`config.mk`:
```
export PLATFORM = sky130hd
export DESIGN_NAME = tlk2711_rx_cmd
export DESIGN_NICKNAME = d
export VERILOG_FILES = /design/src/rtl/tlk2711_rx_cmd.sv
export SDC_FILE = /design/constraint.sdc
export NUM_CORES = 1
export LEC_CHECK = 0
export ABC_CLOCK_PERIOD_IN_PS = 11300
export CAP_MARGIN = 0
export CORE_MARGIN = 1.5
export CORE_UTILIZATION = 25
export DETAILED_ROUTE_END_ITERATION = 16
export HOLD_SLACK_MARGIN = 0.08
export PLACE_DENSITY = 0.45
export REMOVE_ABC_BUFFERS = 1
export SKIP_LAST_GASP = 1
export SYNTH_ARGS = -nofsm -noshare
export SYNTH_HDL_FRONTEND = slang
export SYNTH_SLANG_ARGS = --single-unit
```
`constraint.sdc`:
```
create_clock -name i_clk -period 11.3 [get_ports i_clk]
set_input_delay 2.26 -clock i_clk [delete_from_list [all_inputs] [get_ports i_clk]]
set_output_delay 2.26 -clock i_clk [all_outputs]
set_load 0.005 [all_outputs]
```
`src/rtl/tlk2711_rx_cmd.sv`:
```
// TLK2711 receive command block: turns RX frame descriptors into DataMover S2MM write
// commands against a software-programmed ring of DDR slots, with counters, status and irq.
module tlk2711_rx_cmd #(
  parameter logic [11:0] ADDR_BASE = 12'h100,
  parameter int          MAX_SLOTS = 256
) (
  input  logic        i_clk,
  input  logic        i_soft_rst,
  input  logic [31:0] i_reg_wdata,
  input  logic [11:0] i_reg_waddr,
  input  logic        i_reg_wen,
  input  logic        i_reg_ren,
  input  logic [11:0] i_reg_raddr,
  output logic [31:0] o_reg_rdata,
  output logic        o_reg_valid,
  input  logic        i_rx_frame_valid,
  input  logic [15:0] i_rx_frame_len,
  output logic        o_rx_frame_ready,
  input  logic        i_dma_wrcmd_ready,
  output logic [71:0] o_dma_wrcmd_data,
  output logic        o_dma_wrcmd_valid,
  input  logic        i_dma_wr_done,
  output logic        o_rx_irq,
  output logic        o_rx_busy
);

  localparam int SLOT_W = $clog2(MAX_SLOTS);

  localparam logic [11:0] A_BASE = ADDR_BASE + 12'h00;
  localparam logic [11:0] A_SLOT = ADDR_BASE + 12'h04;
  localparam logic [11:0] A_CTRL = ADDR_BASE + 12'h08;
  localparam logic [11:0] A_STAT = ADDR_BASE + 12'h0C;
  localparam logic [11:0] A_FCNT = ADDR_BASE + 12'h10;
  localparam logic [11:0] A_LAST = ADDR_BASE + 12'h14;

  typedef enum logic [1:0] {
    S_IDLE       = 2'd0,
    S_WAIT_FRAME = 2'd1,
    S_CMD        = 2'd2,
    S_WAIT_DONE  = 2'd3
  } state_t;

  state_t r_state;
  state_t w_state_nxt;

  logic [31:0]       r_base_addr;
  logic [22:0]       r_slot_size;
  logic              r_enable;
  logic [SLOT_W-1:0] r_slot_cnt;
  logic [SLOT_W-1:0] r_slot_idx;
  logic [31:0]       r_frame_cnt;
  logic [22:0]       r_last_len;
  logic [22:0]       r_btt;
  logic              r_trunc;
  logic [71:0]       r_cmd_dat;
  logic              r_irq;
  logic [31:0]       r_rdata;
  logic              r_rvld;

  logic              w_frame_rdy;
  logic              w_cmd_vld;
  logic              w_wr_base;
  logic              w_wr_slot;
  logic              w_wr_ctrl;
  logic              w_clear;
  logic              w_take;
  logic              w_done;
  logic [22:0]       w_len;
  logic              w_trunc;
  logic [22:0]       w_btt;
  logic [31:0]       w_prod;
  logic [31:0]       w_addr;
  logic [SLOT_W:0]   w_idx_inc;
  logic [SLOT_W:0]   w_slot_lim;
  logic [SLOT_W-1:0] w_idx_nxt;
  logic              w_busy;
  logic [31:0]       w_rd_mux;

  always_ff @(posedge i_clk) begin
    if (i_soft_rst) begin
      r_state <= S_IDLE;
    end else begin
      r_state <= w_state_nxt;
    end
  end

  // Descriptors are only accepted while enabled, so none is swallowed on the
  // cycle the FSM falls back to IDLE.
  always_comb begin
    w_state_nxt = r_state;
    w_frame_rdy = 1'b0;
    w_cmd_vld   = 1'b0;
    case (r_state)
      S_IDLE: begin
        if (r_enable) w_state_nxt = S_WAIT_FRAME;
      end
      S_WAIT_FRAME: begin
        w_frame_rdy = r_enable;
        if (!r_enable) begin
          w_state_nxt = S_IDLE;
        end else if (i_rx_frame_valid && (i_rx_frame_len != 16'd0)) begin
          w_state_nxt = S_CMD;
        end
      end
      S_CMD: begin
        w_cmd_vld = 1'b1;
        if (i_dma_wrcmd_ready) w_state_nxt = S_WAIT_DONE;
      end
      S_WAIT_DONE: begin
        if (i_dma_wr_done) w_state_nxt = r_enable ? S_WAIT_FRAME : S_IDLE;
      end
      default: w_state_nxt = S_IDLE;
    endcase
  end

  assign w_wr_base = i_reg_wen && (i_reg_waddr == A_BASE);
  assign w_wr_slot = i_reg_wen && (i_reg_waddr == A_SLOT);
  assign w_wr_ctrl = i_reg_wen && (i_reg_waddr == A_CTRL);
  assign w_clear   = w_wr_ctrl && i_reg_wdata[1];

  assign w_take  = w_frame_rdy && i_rx_frame_valid && (i_rx_frame_len != 16'd0);
  assign w_done  = (r_state == S_WAIT_DONE) && i_dma_wr_done;
  assign w_busy  = (r_state != S_IDLE);

  assign w_len   = {7'd0, i_rx_frame_len};
  assign w_trunc = (w_len > r_slot_size);
  assign w_btt   = w_trunc ? r_slot_size : w_len;

  // Slot address wraps modulo 2^32 by construction of the 32-bit product and sum.
  assign w_prod  = {{(32-SLOT_W){1'b0}}, r_slot_idx} * {9'd0, r_slot_size};
  assign w_addr  = r_base_addr + w_prod;

  assign w_idx_inc  = {1'b0, r_slot_idx} + (SLOT_W+1)'(1);
  assign w_slot_lim = (r_slot_cnt == '0) ? (SLOT_W+1)'(1) : {1'b0, r_slot_cnt};
  assign w_idx_nxt  = (w_idx_inc >= w_slot_lim) ? '0 : w_idx_inc[SLOT_W-1:0];

  always_ff @(posedge i_clk) begin
    if (i_soft_rst) begin
      r_base_addr <= '0;
      r_slot_size <= '0;
      r_enable    <= 1'b0;
      r_slot_cnt  <= '0;
      r_slot_idx  <= '0;
      r_frame_cnt <= '0;
      r_last_len  <= '0;
      r_btt       <= '0;
      r_trunc     <= 1'b0;
      r_cmd_dat   <= '0;
      r_irq       <= 1'b0;
    end else begin
      if (w_wr_base) r_base_addr <= i_reg_wdata;
      if (w_wr_slot) r_slot_size <= i_reg_wdata[22:0];
      if (w_wr_ctrl) begin
        r_enable   <= i_reg_wdata[0];
        r_slot_cnt <= i_reg_wdata[8 +: SLOT_W];
      end

      // Command word is frozen here so a later clear cannot disturb it.
      if (w_take) begin
        r_cmd_dat <= {4'h0, r_frame_cnt[3:0], w_addr, 9'b0_1_000000_1, w_btt};
        r_btt     <= w_btt;
      end

      r_irq <= w_done;
      if (w_done) r_last_len <= r_btt;

      if (w_clear) begin
        r_frame_cnt <= '0;
        r_slot_idx  <= '0;
        r_trunc     <= 1'b0;
      end else begin
        if (w_take && w_trunc) r_trunc <= 1'b1;
        if (w_done) begin
          r_frame_cnt <= r_frame_cnt + 32'd1;
          r_slot_idx  <= w_idx_nxt;
        end
      end
    end
  end

  always_comb begin
    w_rd_mux = '0;
    case (i_reg_raddr)
      A_BASE:  w_rd_mux = r_base_addr;
      A_SLOT:  w_rd_mux = {9'd0, r_slot_size};
      A_CTRL:  w_rd_mux = {16'd0, 8'(r_slot_cnt), 7'd0, r_enable};
      A_STAT:  w_rd_mux = {r_frame_cnt[15:0], 8'(r_slot_idx), 6'd0, r_trunc, w_busy};
      A_FCNT:  w_rd_mux = r_frame_cnt;
      A_LAST:  w_rd_mux = {9'd0, r_last_len};
      default: w_rd_mux = '0;
    endcase
  end

  always_ff @(posedge i_clk) begin
    if (i_soft_rst) begin
      r_rdata <= '0;
      r_rvld  <= 1'b0;
    end else begin
      r_rvld <= i_reg_ren;
      if (i_reg_ren) r_rdata <= w_rd_mux;
    end
  end

  assign o_reg_rdata       = r_rdata;
  assign o_reg_valid       = r_rvld;
  assign o_rx_frame_ready  = w_frame_rdy;
  assign o_dma_wrcmd_data  = r_cmd_dat;
  assign o_dma_wrcmd_valid = w_cmd_vld;
  assign o_rx_irq          = r_irq;
  assign o_rx_busy         = w_busy;

endmodule

```
Yosys cells after proc, flatten, opt, wreduce, memory -nomap -nowiden:

Index checks and enable logic that the tools add are counted.

* $add $sub $neg: 3
* $mul: 1
* $lt $le $gt $ge: 2
* equality and inequality tests: 16
* muxes and demuxes: 13
* reduce and logical (&&, ||, !) cells: 15

Operator list (count)
* $pmux 32 s6: 1
* $eq 12x9->1 const B: 9
* $add 32x1->32 const B: 1
* $add 32x31->32: 1
* $mul 8x23->31: 1
* $gt 16x23->1: 1
* $mux 23: 1
* $mux 8: 2
* $reduce_bool 16->1: 1
* $mux 2: 5
* $add 8x1->9 const B: 1
* $ge 9x8->1: 1
* $logic_and 1x1->1: 9
* $logic_not 8->1: 1
* $pmux 2 s4: 1
* $ne 2x2->1 const B: 3
* $eq 2x2->1 const B: 2
* $reduce_and 4->1: 1
* $mux 1: 3
* $ne 3x3->1 const B: 1
* $eq 2x1->1 const B: 1
* $logic_not 2->1: 1
* $reduce_bool 2->1: 1
* $reduce_or 2->1: 1

* register bits: 248
* output and inout bits: 109
* logic and storage cells: 64

Longest topological paths before layout:

* depth after elaboration: 5
* gate-level depth with buffers: 21

Worst setup path after synthesis:

OpenSTA, ideal clock, no wires.

* kind: register to register
* start: register r_slot_idx[0]
* end: register r_cmd_dat[60] (netlist: o_dma_wrcmd_data[60])
* setup time: 123 ps
* data arrival time: 4794 ps
* required time: 11177 ps
* setup slack: 6383 ps
* cell stages (with the launch flop): 20
* path buffers: 2
* period minus slack after synthesis: 4917 ps
* cell sequence: dfxtp_1 > clkbuf_1 > clkbuf_1 > nand2_1 > fa_1 > inv_1 > fa_1 > fa_1 > inv_1 > fa_1 > inv_1 > ha_1 > a211o_1 > a211oi_2 > nor2_1 > a311oi_4 > o21ai_2 > a21oi_1 > xor2_1 > o21ai_0

* longest elaborated chain between the ends: 2

Ends and longest elaborated chain
* start: declaration: line 50 `logic [SLOT_W-1:0] r_slot_idx;`
* start signal: assignment: line 175 `r_slot_idx <= w_idx_nxt;`
* $mul 8x23->31: line 130 `assign w_prod = {{(32-SLOT_W){1'b0}}, r_slot_idx} * {9'd0, r_slot_size};`
* $add 32x31->32: line 131 `assign w_addr = r_base_addr + w_prod;`
* end signal: assignment: line 160 `r_cmd_dat <= {4'h0, r_frame_cnt[3:0], w_addr, 9'b0_1_000000_1, w_btt};`
* end: declaration: line 55 `logic [71:0] r_cmd_dat;`

No other way between the ends.
A chain may end at the register's enable or synchronous reset.

Final worst setup path:

* start: register r_slot_idx[6]
* end: register r_cmd_dat[63] (netlist: o_dma_wrcmd_data[63])

Same word-level chain as after synthesis.

==> impl.org <==
** Run status
- Result of the run :: complete, no violations

** Worst setup path
- Worst setup SP type :: flop
- The worst setup path is of the flop to flop kind.
- Worst R2R Start :: r_slot_idx[6]$_SDFFE_PP0P_
- Critical Path Sink Type :: flop
- Number of cells on the worst reg-to-reg path :: 17
- Among the stages of the critical path, the cell type that occurs most often is fa_1.
- Worst Setup SP :: r_slot_idx[6]$_SDFFE_PP0P_
- Maximum cell stage delay along the critical path :: 0.98 ns
- WP data required :: 11.75 ns
- In this run the worst setup path terminates at o_dma_wrcmd_data[63]$_SDFFE_PP0P_.
- Data arrival time of the worst path :: 6.21 ns
- The signal on the critical path passes through nand2_1 -> fa_1 -> fa_1 -> inv_1 -> fa_1 -> inv_1 -> fa_1 -> inv_1 -> ha_1 -> o211ai_1 -> a21oi_1 -> o21ai_0 -> o21ai_1 -> a221oi_2 -> o41ai_2 -> xnor2_1 -> o21ai_0.
- The endpoint identified for the worst register-to-register timing path is o_dma_wrcmd_data[63]$_SDFFE_PP0P_.
- The largest individual stage delay along the critical path comes from the cell dfxtp_1.
- For flop-to-flop paths, the worst setup slack is 5.53 ns.
- Max Fanout on Critical Path :: 29

** Yosys
- Summing every instance area after synthesis gives 0.0168 mm².
- Proportion of synthesized flip-flops having asynchronous set or reset :: 0
- In the synthesized netlist the dominant register cell turns out to be dfxtp_1.
- Post-Syn Area per Cell :: 8.22 µm²
- During synthesis, Yosys emitted a total of 0 warnings.
- Mapped Cells :: 2039
- Number of register bits inferred by synthesis :: 224
- After synthesis, the netlist uses 75 different library cells.
- In this run, synthesis inferred 0 flip-flops with an integrated enable.
- The share of the Yosys chip area taken by registers is 0.268.

** Global routing
- After global routing the overflow that remains totals 0.
- Number of antenna violations at the first check in global routing :: 0
- Entering global routing, the biggest net connects 79 pins.
- The via count of the first global-routing pass was 14222.
- Wire length of the first global-routing pass :: 87800 µm
- In the global route stage, overall resource usage came out at 0.167.

** Finish
- Layout Nets :: 2438
- Proportion of layout cells with a drive suffix above 1 :: 0.0550
- Leaving out filler cells and counting taps, the final layout contains 3011.
- Leading cell type in the layout, fill and taps excluded :: nand2_1
- Leaving out fill and tap cells, the most frequent cells in the layout are nand2_1 (355), inv_1 (244), dfxtp_1 (224).
- Final design instance area without fill :: 0.0201 mm²
- Relative to the synthesized area, the layout overhead comes to 20.2%.
- Diodes inserted :: 0

** CTS
- Number of buffers on the longest clock path :: 3
- Skew-Pair Late Insertion Delay :: 0.59 ns
- For this design, the CTS-stage hold fixing added 0 buffers.
- Cts bufs inserted :: 28
- Count of cells resized by post-cts repair :: 0
- After clock tree synthesis, the clock-pin slew on the worst setup and hold paths is 0.06 ns.
- The clock net in this run drives a total of 224 sinks.
- In this run the number of H-tree levels came out at 1.
- Cell at the root of the clock tree :: clkbuf_16
- Buffers inserted by post-CTS timing repair :: 0
- CTS tree :: built

** Route
- Iteration-0 DRC count of the detailed router :: 1158
- Number of design rule violations left after detail routing :: 0
- Dividing the detail-routed wire length by the instance count gives 19.2 µm.
- Wires add up to 57700 µm.
- Overall via count from detail_route :: 14390
- Dividing the detail-routed via count by the number of cells gives 4.78.
- Number of antenna-violating nets in the routed design :: 0
- Pre-antenna DRT Iters :: 8

** Die
- Number of top-level pins :: 188
- Count of standard-cell rows :: 94
- Starting density of the core :: 0.253
- The floorplan step set the die width to 262 µm.
- Die footprint :: 0.0686 mm²
- Die Span Y :: 262 µm
- Core footprint :: 0.0661 mm²

** STA
- Final count of pins violating max slew :: 0
- Setup repair after global routing left no endpoint under its margin.
- Setup violations remaining at the end of the flow were counted as 0.
- For this run, the top clock speed supported by timing is 173 MHz.
- Crit path setup slack, layout :: 5.53 ns
- Worst setup skew after layout :: 0.0299 ns
- Worst Tran Pin Value :: 1.13 ns
- The hold violation count in the final report came to 0.
- Final cycle utilization of the critical path :: 0.510
- For the final routed database, the setup TNS stands at 0 ns.
- Max-slew headroom at the worst pin :: 0.246
- The worst path needs 5.77 ns of the cycle, external delays included.

** Placement
- Summed over all nets, the half-perimeter wirelength after detailed placement is 44500 µm.
- Routability-driven placement finished with a final weighted congestion of 0.844.
- Count of input and output buffers :: 176
- The number of placed instances, taps included, is 2959.
- Worst setup slack before clock tree synthesis :: 5.58 ns
- Area post-placement :: 0.0192 mm²

** Power and ir drop
- In this run the static leakage power is 8.13 nW.
- IR drop worst, VDD :: 0.0000965 V
- In this run the power density over the cells is 89.7 mW/mm².
- Overall power of the completed layout :: 0.00181 W

** Min path
- The worst hold path belongs to the class flop to flop.

** Job
- Across the run, the number of max-cap violations was 0.
## where the power goes
part,internal [W],total (W),switching (W)
sequential,0.000792,0.000793,0.00000161
clock,0.000554,0.000935,0.000381
combinational,0.0000358,0.0000784,0.0000427
## critical path, delay by kind of cell, from the launching register on
kind / cells / cell delay (ns)
DFF: 1 / 0.98
AOI/OAI and AO/OA: 7 / 1.51
and+or+nand+nor: 1 / 0.18
adders and majority gates: 5 / 2.49
xor gates and xnor gates: 1 / 0.31
buffers and inverters: 3 / 0.14
## worst min-delay path by stage
stage,slack (ns),depth (start not counted),end,start
final,0.45,1,o_reg_rdata[18]$_SDFFE_PP0P_,o_reg_rdata[18]$_SDFFE_PP0P_
after global routing,0.47,1,o_reg_rdata[16]$_SDFFE_PP0P_,o_reg_rdata[16]$_SDFFE_PP0P_
after CTS,0.45,1,o_reg_rdata[19]$_SDFFE_PP0P_,o_reg_rdata[19]$_SDFFE_PP0P_
after detailed placement,0.44,1,o_reg_rdata[19]$_SDFFE_PP0P_,o_reg_rdata[19]$_SDFFE_PP0P_
after global placement,0.44,2,o_dma_wrcmd_data[39]$_SDFFE_PP0P_,o_dma_wrcmd_data[39]$_SDFFE_PP0P_
after floorplan,0.43,2,r_last_len[16]$_SDFFE_PP0P_,r_last_len[16]$_SDFFE_PP0P_
## cells by family (layout without fill, tap and decap cells)
logic type	after synthesis	after routing	synth area share
compound gates	342	342	0.134
fa+ha+maj	234	234	0.244
other cells	1	11	0.000224
mux	15	15	0.00896
flops	224	224	0.268
simple gates	774	774	0.223
xor+xnor	55	55	0.0288
buf+inv	394	492	0.0933
## area by class of cell
| type | instances | area [µm²] |
|---|---|---|
| inverters | 244 | 916 |
| flip-flops and latches | 224 | 4480 |
| repair buffers | 196 | 1910 |
| clock inverters | 14 | 151 |
| multi-input cells | 1431 | 10800 |
| clock buffers | 38 | 818 |
| fillers | 7018 | 46000 |
| well taps | 864 | 1080 |
## state kept, by name (all words and copies together), names as in the netlist, named ones only
signal,flops
r_last_len,23
r_state,1
o_dma_wrcmd_data,38
r_trunc,1
r_base_addr,32
r_frame_cnt,32
r_enable,1
r_slot_idx,8
o_reg_valid,1
o_reg_rdata,32
r_slot_cnt,8
r_btt,22
r_slot_size,23
o_rx_irq,1
## per-layer routing
layer,track usage,routed length [µm],up-vias
li1,-,-,6786
met1,0.240,27300,7148
met2,0.267,26500,396
met3,0.0195,2770,60
met4,0.0364,1180,0
met5,0,0,-
## synth_stat cells, types with 27 or more instances
cell type	number	area, µm²
nor3_1	45	225
and2_1	130	813
xor2_1	27	236
ha_1	79	988
clkbuf_1	108	405
inv_1	244	916
nand2_1	356	1340
dfxtp_1	224	4480
nor2_1	104	390
a21oi_1	153	766
fa_1	155	3100
o21ai_0	53	265
xnor2_1	28	245
## through the flow
| stage | hold WS [ns] | util |
|---|---|---|
| after global routing | 0.467 | 0.305 |
| final | 0.448 | 0.305 |
| after global placement | 0.438 | 0.290 |
| after floorplan | 0.430 | - |
| after detailed placement | 0.438 | 0.290 |
| after CTS | 0.452 | 0.305 |
Note: power is estimated with default switching activity, not from simulation.
